<file path="src/rtl/apb_i2c_regbank_v2_if.sv">
// APB bus bundle between the interconnect and the I2C register bank.
interface apb_i2c_regbank_v2_if #(
    parameter int DATA_W = 32
);
    logic              PSELx;
    logic              PENABLE;
    logic              PWRITE;
    logic [31:0]       PADDR;
    logic [DATA_W-1:0] PWDATA;
    logic [DATA_W-1:0] PRDATA;
    logic              PREADY;
    logic              PSLVERR;

    modport master (
        output PSELx, PENABLE, PWRITE, PADDR, PWDATA,
        input  PRDATA, PREADY, PSLVERR
    );

    modport slave (
        input  PSELx, PENABLE, PWRITE, PADDR, PWDATA,
        output PRDATA, PREADY, PSLVERR
    );
endinterface

</file>
<file path="src/rtl/apb_i2c_regbank_v2.sv">
// APB slave register bank for the I2C controller: registered access FSM with
// FIFO wait states and timeout, decode errors, and maskable sticky W1C interrupts.
module apb_i2c_regbank_v2 #(
    parameter int DATA_W   = 32,
    parameter int CFG_W    = 14,
    parameter int TO_W     = 14,
    parameter int WAIT_MAX = 15
) (
    input  logic                  PCLK,
    input  logic                  PRESETn,
    apb_i2c_regbank_v2_if.slave   apb,
    input  logic [DATA_W-1:0]     READ_DATA_ON_RX,
    input  logic                  TX_FULL,
    input  logic                  TX_EMPTY,
    input  logic                  RX_EMPTY,
    input  logic                  ERROR,
    output logic [DATA_W-1:0]     WRITE_DATA_ON_TX,
    output logic                  WR_ENA,
    output logic                  RD_ENA,
    output logic [CFG_W-1:0]      I2C_CONFIG,
    output logic [TO_W-1:0]       I2C_TIMEOUT,
    output logic                  IRQ
);
    localparam int CNT_W = $clog2(WAIT_MAX + 1);

    typedef enum logic [1:0] {S_IDLE = 2'd0, S_WAIT = 2'd1, S_RESP = 2'd2} state_t;

    state_t            state_q, state_d;
    logic [CNT_W-1:0]  cnt_q, cnt_d;
    logic              op_tx_q;
    logic [DATA_W-1:0] wdata_q;
    logic              access, dec_err, dec_tx, dec_rx;
    logic              go_tx, go_rx, go_reg, go_err;
    logic              pready_d, pslverr_d, wr_ena_d, rd_ena_d;
    logic [DATA_W-1:0] tx_src, rd_mux, prdata_q;
    logic              pready_q, pslverr_q;
    logic [2:0]        int_en, int_stat, int_evt, int_clr;
    logic              tx_empty_q, rx_empty_q, error_q;
    logic              reg_wr;

    // Returns {error, txdata_write, rxdata_read} for an access.
    function automatic logic [2:0] decode(input logic [31:0] addr, input logic wr);
        logic [2:0] r;
        case (addr)
            32'h00:                         r = wr ? 3'b010 : 3'b100;
            32'h04:                         r = wr ? 3'b100 : 3'b001;
            32'h08, 32'h0C, 32'h10, 32'h14: r = 3'b000;
            32'h18:                         r = wr ? 3'b100 : 3'b000;
            default:                        r = 3'b100;
        endcase
        return r;
    endfunction

    assign access = apb.PSELx & apb.PENABLE;
    assign {dec_err, dec_tx, dec_rx} = decode(apb.PADDR, apb.PWRITE);

    always_ff @(posedge PCLK or negedge PRESETn) begin
        if (!PRESETn) begin
            state_q <= S_IDLE;
            cnt_q   <= '0;
            op_tx_q <= 1'b0;
            wdata_q <= '0;
        end else begin
            state_q <= state_d;
            cnt_q   <= cnt_d;
            if (state_q == S_IDLE && access) begin
                op_tx_q <= dec_tx;
                wdata_q <= apb.PWDATA;
            end
        end
    end

    always_comb begin
        state_d = state_q;
        cnt_d   = cnt_q;
        go_tx   = 1'b0;
        go_rx   = 1'b0;
        go_reg  = 1'b0;
        go_err  = 1'b0;
        case (state_q)
            S_IDLE: begin
                if (access) begin
                    if (dec_err) begin
                        state_d = S_RESP;
                        go_err  = 1'b1;
                    end else if (dec_tx && !TX_FULL) begin
                        state_d = S_RESP;
                        go_tx   = 1'b1;
                    end else if (dec_rx && !RX_EMPTY) begin
                        state_d = S_RESP;
                        go_rx   = 1'b1;
                    end else if (dec_tx || dec_rx) begin
                        state_d = S_WAIT;
                        cnt_d   = '0;
                    end else begin
                        state_d = S_RESP;
                        go_reg  = 1'b1;
                    end
                end
            end
            // An abandoned transfer returns silently; a timeout fails without push/pop.
            S_WAIT: begin
                if (!apb.PSELx) begin
                    state_d = S_IDLE;
                end else if (op_tx_q && !TX_FULL) begin
                    state_d = S_RESP;
                    go_tx   = 1'b1;
                end else if (!op_tx_q && !RX_EMPTY) begin
                    state_d = S_RESP;
                    go_rx   = 1'b1;
                end else if (cnt_q == CNT_W'(WAIT_MAX - 1)) begin
                    state_d = S_RESP;
                    go_err  = 1'b1;
                end else begin
                    cnt_d = cnt_q + 1'b1;
                end
            end
            S_RESP:  state_d = S_IDLE;
            default: state_d = S_IDLE;
        endcase
    end

    always_comb begin
        pready_d  = (state_d == S_RESP);
        pslverr_d = go_err;
        wr_ena_d  = go_tx;
        rd_ena_d  = go_rx;
        tx_src    = (state_q == S_IDLE) ? apb.PWDATA : wdata_q;
    end

    always_comb begin
        rd_mux = '0;
        case (apb.PADDR)
            32'h08:  rd_mux = DATA_W'(I2C_CONFIG);
            32'h0C:  rd_mux = DATA_W'(I2C_TIMEOUT);
            32'h10:  rd_mux = DATA_W'(int_en);
            32'h14:  rd_mux = DATA_W'(int_stat);
            32'h18:  rd_mux = DATA_W'({ERROR, RX_EMPTY, TX_FULL, TX_EMPTY});
            default: rd_mux = '0;
        endcase
    end

    always_ff @(posedge PCLK or negedge PRESETn) begin
        if (!PRESETn) begin
            pready_q         <= 1'b0;
            pslverr_q        <= 1'b0;
            WR_ENA           <= 1'b0;
            RD_ENA           <= 1'b0;
            WRITE_DATA_ON_TX <= '0;
            prdata_q         <= '0;
        end else begin
            pready_q  <= pready_d;
            pslverr_q <= pslverr_d;
            WR_ENA    <= wr_ena_d;
            RD_ENA    <= rd_ena_d;
            if (go_tx) WRITE_DATA_ON_TX <= tx_src;
            if (go_rx) prdata_q <= READ_DATA_ON_RX;
            else if (go_reg && !apb.PWRITE) prdata_q <= rd_mux;
        end
    end

    assign apb.PREADY  = pready_q;
    assign apb.PSLVERR = pslverr_q;
    assign apb.PRDATA  = prdata_q;

    assign reg_wr  = go_reg & apb.PWRITE;
    assign int_evt = {ERROR & ~error_q, ~RX_EMPTY & rx_empty_q, TX_EMPTY & ~tx_empty_q};
    assign int_clr = (reg_wr && apb.PADDR == 32'h14) ? apb.PWDATA[2:0] : 3'b000;

    // Event set wins over a simultaneous W1C clear of the same bit.
    always_ff @(posedge PCLK or negedge PRESETn) begin
        if (!PRESETn) begin
            I2C_CONFIG  <= '0;
            I2C_TIMEOUT <= '0;
            int_en      <= '0;
            int_stat    <= '0;
            tx_empty_q  <= 1'b1;
            rx_empty_q  <= 1'b1;
            error_q     <= 1'b0;
            IRQ         <= 1'b0;
        end else begin
            if (reg_wr) begin
                case (apb.PADDR)
                    32'h08:  I2C_CONFIG  <= apb.PWDATA[CFG_W-1:0];
                    32'h0C:  I2C_TIMEOUT <= apb.PWDATA[TO_W-1:0];
                    32'h10:  int_en      <= apb.PWDATA[2:0];
                    default: ;
                endcase
            end
            tx_empty_q <= TX_EMPTY;
            rx_empty_q <= RX_EMPTY;
            error_q    <= ERROR;
            int_stat   <= (int_stat & ~int_clr) | int_evt;
            IRQ        <= |(int_stat & int_en);
        end
    end
endmodule

</file>
<file path="src/flat_wrapper.sv">
// flat-port wrapper written by rule: the top's interface ports become plain ports
module apb_i2c_regbank_v2_flat 
#(
    parameter int DATA_W   = 32,
    parameter int CFG_W    = 14,
    parameter int TO_W     = 14,
    parameter int WAIT_MAX = 15
)
  (PCLK, PRESETn, READ_DATA_ON_RX, TX_FULL, TX_EMPTY, RX_EMPTY, ERROR, WRITE_DATA_ON_TX, WR_ENA, RD_ENA, I2C_CONFIG, I2C_TIMEOUT, IRQ, apb_PSELx, apb_PENABLE, apb_PWRITE, apb_PADDR, apb_PWDATA, apb_PRDATA, apb_PREADY, apb_PSLVERR);
  apb_i2c_regbank_v2_if #(.DATA_W(DATA_W)) apb_i ();
  input  logic PCLK;
  input  logic PRESETn;
  input  logic [DATA_W-1:0] READ_DATA_ON_RX;
  input  logic TX_FULL;
  input  logic TX_EMPTY;
  input  logic RX_EMPTY;
  input  logic ERROR;
  output logic [DATA_W-1:0] WRITE_DATA_ON_TX;
  output logic WR_ENA;
  output logic RD_ENA;
  output logic [CFG_W-1:0] I2C_CONFIG;
  output logic [TO_W-1:0] I2C_TIMEOUT;
  output logic IRQ;
  input wire logic [$bits(apb_i.PSELx)-1:0] apb_PSELx;
  input wire logic [$bits(apb_i.PENABLE)-1:0] apb_PENABLE;
  input wire logic [$bits(apb_i.PWRITE)-1:0] apb_PWRITE;
  input wire logic [$bits(apb_i.PADDR)-1:0] apb_PADDR;
  input wire logic [$bits(apb_i.PWDATA)-1:0] apb_PWDATA;
  output wire logic [$bits(apb_i.PRDATA)-1:0] apb_PRDATA;
  output wire logic [$bits(apb_i.PREADY)-1:0] apb_PREADY;
  output wire logic [$bits(apb_i.PSLVERR)-1:0] apb_PSLVERR;
  assign apb_i.PSELx = apb_PSELx;
  assign apb_i.PENABLE = apb_PENABLE;
  assign apb_i.PWRITE = apb_PWRITE;
  assign apb_i.PADDR = apb_PADDR;
  assign apb_i.PWDATA = apb_PWDATA;
  assign apb_PRDATA = apb_i.PRDATA;
  assign apb_PREADY = apb_i.PREADY;
  assign apb_PSLVERR = apb_i.PSLVERR;
  apb_i2c_regbank_v2 #(.DATA_W(DATA_W), .CFG_W(CFG_W), .TO_W(TO_W), .WAIT_MAX(WAIT_MAX)) u_core (.PCLK(PCLK), .PRESETn(PRESETn), .apb(apb_i), .READ_DATA_ON_RX(READ_DATA_ON_RX), .TX_FULL(TX_FULL), .TX_EMPTY(TX_EMPTY), .RX_EMPTY(RX_EMPTY), .ERROR(ERROR), .WRITE_DATA_ON_TX(WRITE_DATA_ON_TX), .WR_ENA(WR_ENA), .RD_ENA(RD_ENA), .I2C_CONFIG(I2C_CONFIG), .I2C_TIMEOUT(I2C_TIMEOUT), .IRQ(IRQ));
endmodule
</file>
<file path="config.mk">
export PLATFORM = sky130hd
export DESIGN_NAME = apb_i2c_regbank_v2_flat
export DESIGN_NICKNAME = d
export VERILOG_FILES = /design/src/rtl/apb_i2c_regbank_v2_if.sv /design/src/rtl/apb_i2c_regbank_v2.sv /design/src/flat_wrapper.sv
export SDC_FILE = /design/constraint.sdc
export NUM_CORES = 1
export LEC_CHECK = 0
export CORE_AREA = 2 2 135 137
export DETAILED_ROUTE_END_ITERATION = 7
export DIE_AREA = 0 0 137 139
export DONT_BUFFER_PORTS = 1
export PLACE_DENSITY_LB_ADDON = 0.2
export SLEW_MARGIN = 5
export SYNTH_ARGS = -nofsm -noshare
export SYNTH_HDL_FRONTEND = slang
export SYNTH_SLANG_ARGS = --single-unit
export TNS_END_PERCENT = 20
</file>
<file path="constraint.sdc">
create_clock -name PCLK -period 2.2 [get_ports PCLK]
set_clock_uncertainty 0.15 [all_clocks]
set_input_delay 0.33 -clock PCLK [delete_from_list [all_inputs] [get_ports PCLK]]
set_output_delay 0.33 -clock PCLK [all_outputs]
set_load 0.005 [all_outputs]
</file>
==> results.yml <==
place:
  place_congestion: 0.791
  io_buffers: 0
  place_ws_ns: -0.164
  dp_hpwl_um: 11800
routing:
  drt_first_pass_iters: 4
  drc: 0
  num_vias: 4817
  drt-wirelength-per-cell_um: 20.3
  viasPerCell: 5.25
  drt-total-wl_um: 18600
  drtIter0Drc: 199
  antenna_left: 0
synth:
  synth_area_per_cell_sq_um: 11.9
  ys.warnings.count: 0
  syn_inst: 580
  synth_top_area_frac: 0.519
  syn_nets: 687
  ys_seq_elements: 145
  ys.flop_type: "dfrtp_1"
  yosysTopAreaCell: "dfrtp_1"
  synth_edf_count: 0
  async_reset_ff_frac: 1.00
  synth_compound_area_frac: 0.0390
  synthAdderAreaFrac: 0.00363
  synth_xor_area_frac: 0.00381
  ys_types: 48
  synth_mux_area_frac: 0.260
  synth_area_leaders: "dfrtp_1 (52%), mux2_2 (12%), nand2_1 (6.5%)"
  seq_area_frac_synth: 0.527
  yosys.area_share.simple: 0.128
  synth_top_family_by_area: "multiplexers"
  synth.cell_area_sq_um: 6900
floorplanning:
  die_h_um: 139
  core_sq_um: 17700
  dieWidth_um: 137
  start_util: 0.391
  io_pins: 202
  rows: 49
  die_area_sq_um: 19000
power_and_ir_drop:
  net-switching-power_uw: 1360
  p_seq_frac: 0.446
  combPwrFrac: 0.063
  leakagePower_uw: 0.00428
  power.internal_uw: 4950
  ir_worst_vdd_uv: 510
  p_clk_frac: 0.491
  p_per_area_nw_per_um2: 708
  swShare: 0.215
global_route:
  grt_overflow_total: 0
  antenna_found_initial: 0
  grt_pass1_vias: 5197
  grt_pass1_wl_um: 29500
  grt_max_degree: 146
  grt_use_total: 0.203
finish:
  area_growth_pct: 29.4
  antenna_cells: 0
  fillers: 1503
  layout_common_cells: "dfrtp_1 (143), nand2_1 (120), mux2_2 (71), dlygate4sd3_1 (68), mux2i_1 (32)"
  final_nets: 783
  layout_commonest_cell: "dfrtp_1"
  drive_gt1_frac: 0.280
timing:
  setup_viol: 11
  slew_headroom: 0.669
  finalCriticalPeriod_ns: 2.21
  slew_violations: 0
  hold_violations: 145
  fin_crit_sh: 1.00
  whs_ns: -0.537
  layout_setup_ws_ns: -0.0102
  worst_pin_slew_ns: 0.496
  timing.fmax_ghz: 0.452
  rsz0062_at_grt: "yes"
worst_setup_path:
  required_ns: 2.35
  cp-start-kind: "flop"
  cp_slowest_cell: "dfrtp_1"
  slowest_delay_ns: 0.40
  end_kind: "flop"
  critical_path_class: "flop to flop"
  critPathBufInv: 4
  crit_chain: "buf_6, nand3b_1, buf_4, or3_4, o31ai_4, buf_12, buf_12, mux2_2"
  cp.arrival_ns: 2.36
  cpMostUsedCell: "buf_12"
  crit_family: "buffers and inverters"
  cp_max_fo: 10
outcome:
  status: "complete, but fails checks"
  violations: "negative hold slack, negative setup slack"
job:
  cap_violations: 0
cts:
  htree_levels: 4
  clock_path_buffers: 2
  clkTransAtPathRegs_ns: 0.06
  cts_tree: "yes"
  cts_sinks: 145
  hold_buffers: 68
  root_buffer: "clkbuf_16"
  numCtsBuffers: 17
  clk_latency_ns: 0.42
min_path:
  hold_path_class: "primary input to asynchronous set/reset pin"
[path summary, 6_finish.rpt]
check | to | slack [ns] | start | cells past startpoint
max | u_core.apb.PRDATA[4]$_DFFE_PN0P_ | -0.01 | u_core.state_q[1]$_DFF_PN0_ | 8
min | u_core.apb.PSLVERR$_DFF_PN0_ | -0.54 | PRESETn | 0
max reg2reg | u_core.apb.PRDATA[4]$_DFFE_PN0P_ | -0.01 | u_core.state_q[1]$_DFF_PN0_ | 8
min reg2reg | u_core.wdata_q[2]$_DFFE_PN0P_ | 0.32 | u_core.wdata_q[2]$_DFFE_PN0P_ | 2
max in group asynchronous | u_core.wdata_q[3]$_DFFE_PN0P_ | 2.15 | PRESETn | 0
min in group PCLK | u_core.WRITE_DATA_ON_TX[14]$_DFFE_PN0P_ | 0.04 | apb_PWDATA[14] | 2
[registers in the layout (all words and copies together) (netlist names)]
register and cells:
u_core.WRITE_DATA_ON_TX 32, u_core.apb.PREADY 1, u_core.RD_ENA 1, u_core.rx_empty_q 1
u_core.error_q 1, u_core.state_q 2, u_core.cnt_q 4, u_core.WR_ENA 1
u_core.int_en 3, u_core.wdata_q 32, u_core.tx_empty_q 1, u_core.int_stat 3
u_core.apb.PSLVERR 1, u_core.IRQ 1, u_core.I2C_CONFIG 14, u_core.apb.PRDATA 32
u_core.op_tx_q 1, u_core.I2C_TIMEOUT 14
[metrics by stage]
step / power, uW / cells / util / area (sq um) / TNS [ns]
finish: 6310 / 918 / 0.505 / 8920 / -0.0382
global route: 6560 / 918 / 0.505 / 8920 / -2.83
CTS: 6370 / 915 / 0.504 / 8900 / -0.236
detailed placement: 3140 / 806 / 0.417 / 7360 / -6.98
global placement: 3120 / 806 / 0.417 / 7360 / -5.26
floorplan: 3080 / 580 / - / 6970 / -2.86
[Yosys cell counts (all sizes together), types with 3 or more instances]
cell type and count:
nand2 121, clkbuf 19, nand3 3, a21oi 4, inv 27, nand4 8, o21ai 3, dfrtp 143
mux2i 33, o22ai 5, a31oi 7, nor2b 3, buf 13, and3b 5, a221o 3, mux2 120
nor2 21, nor4 8
[layer usage]
metal,global-route usage,wire length [um],vias to the layer above
met3,0.0731,1640,25
li1,-,-,2200
met2,0.319,8850,169
met1,0.257,7830,2423
met4,0.0684,326,0
met5,0,0,-
[what timing repair did]
action                                  CTS  global route
endpoints found under the setup margin   45            55
cloned                                    4             0
pin swaps                                 5             1
gates resized for setup                  13             2
hold endpoints to repair                246           145
buffers inserted                          5             3
[power groups by stage]
stage	sequential (uW)	clock (uW)	combinational, uW
floorplan	2840	0	235
global placement	2850	0	264
detailed placement	2860	0	278
CTS	2810	3170	396
global route	2820	3290	445
finish	2810	3100	399
[cell families (layout without fill, tap and decap cells)]
logic type,Yosys count,after routing
simple gates,187,187
mux,153,153
flops,145,145
buf+inv,59,168
compound gates,31,31
xor+xnor,3,3
fa+ha+maj,2,2
[layout make-up]
cell class | instances | area (sq um) | share of cell area
clock buffer | 20 | 457 | 0.0512
clock inverter | 12 | 180 | 0.0202
inverter | 27 | 101 | 0.0114
multi-input combinational | 376 | 3110 | 0.349
sequential | 145 | 3630 | 0.407
tap | 229 | 287 | 0.0321
timing repair buffer | 109 | 1150 | 0.129
No activity file was read; power rests on OpenSTA's default activity.
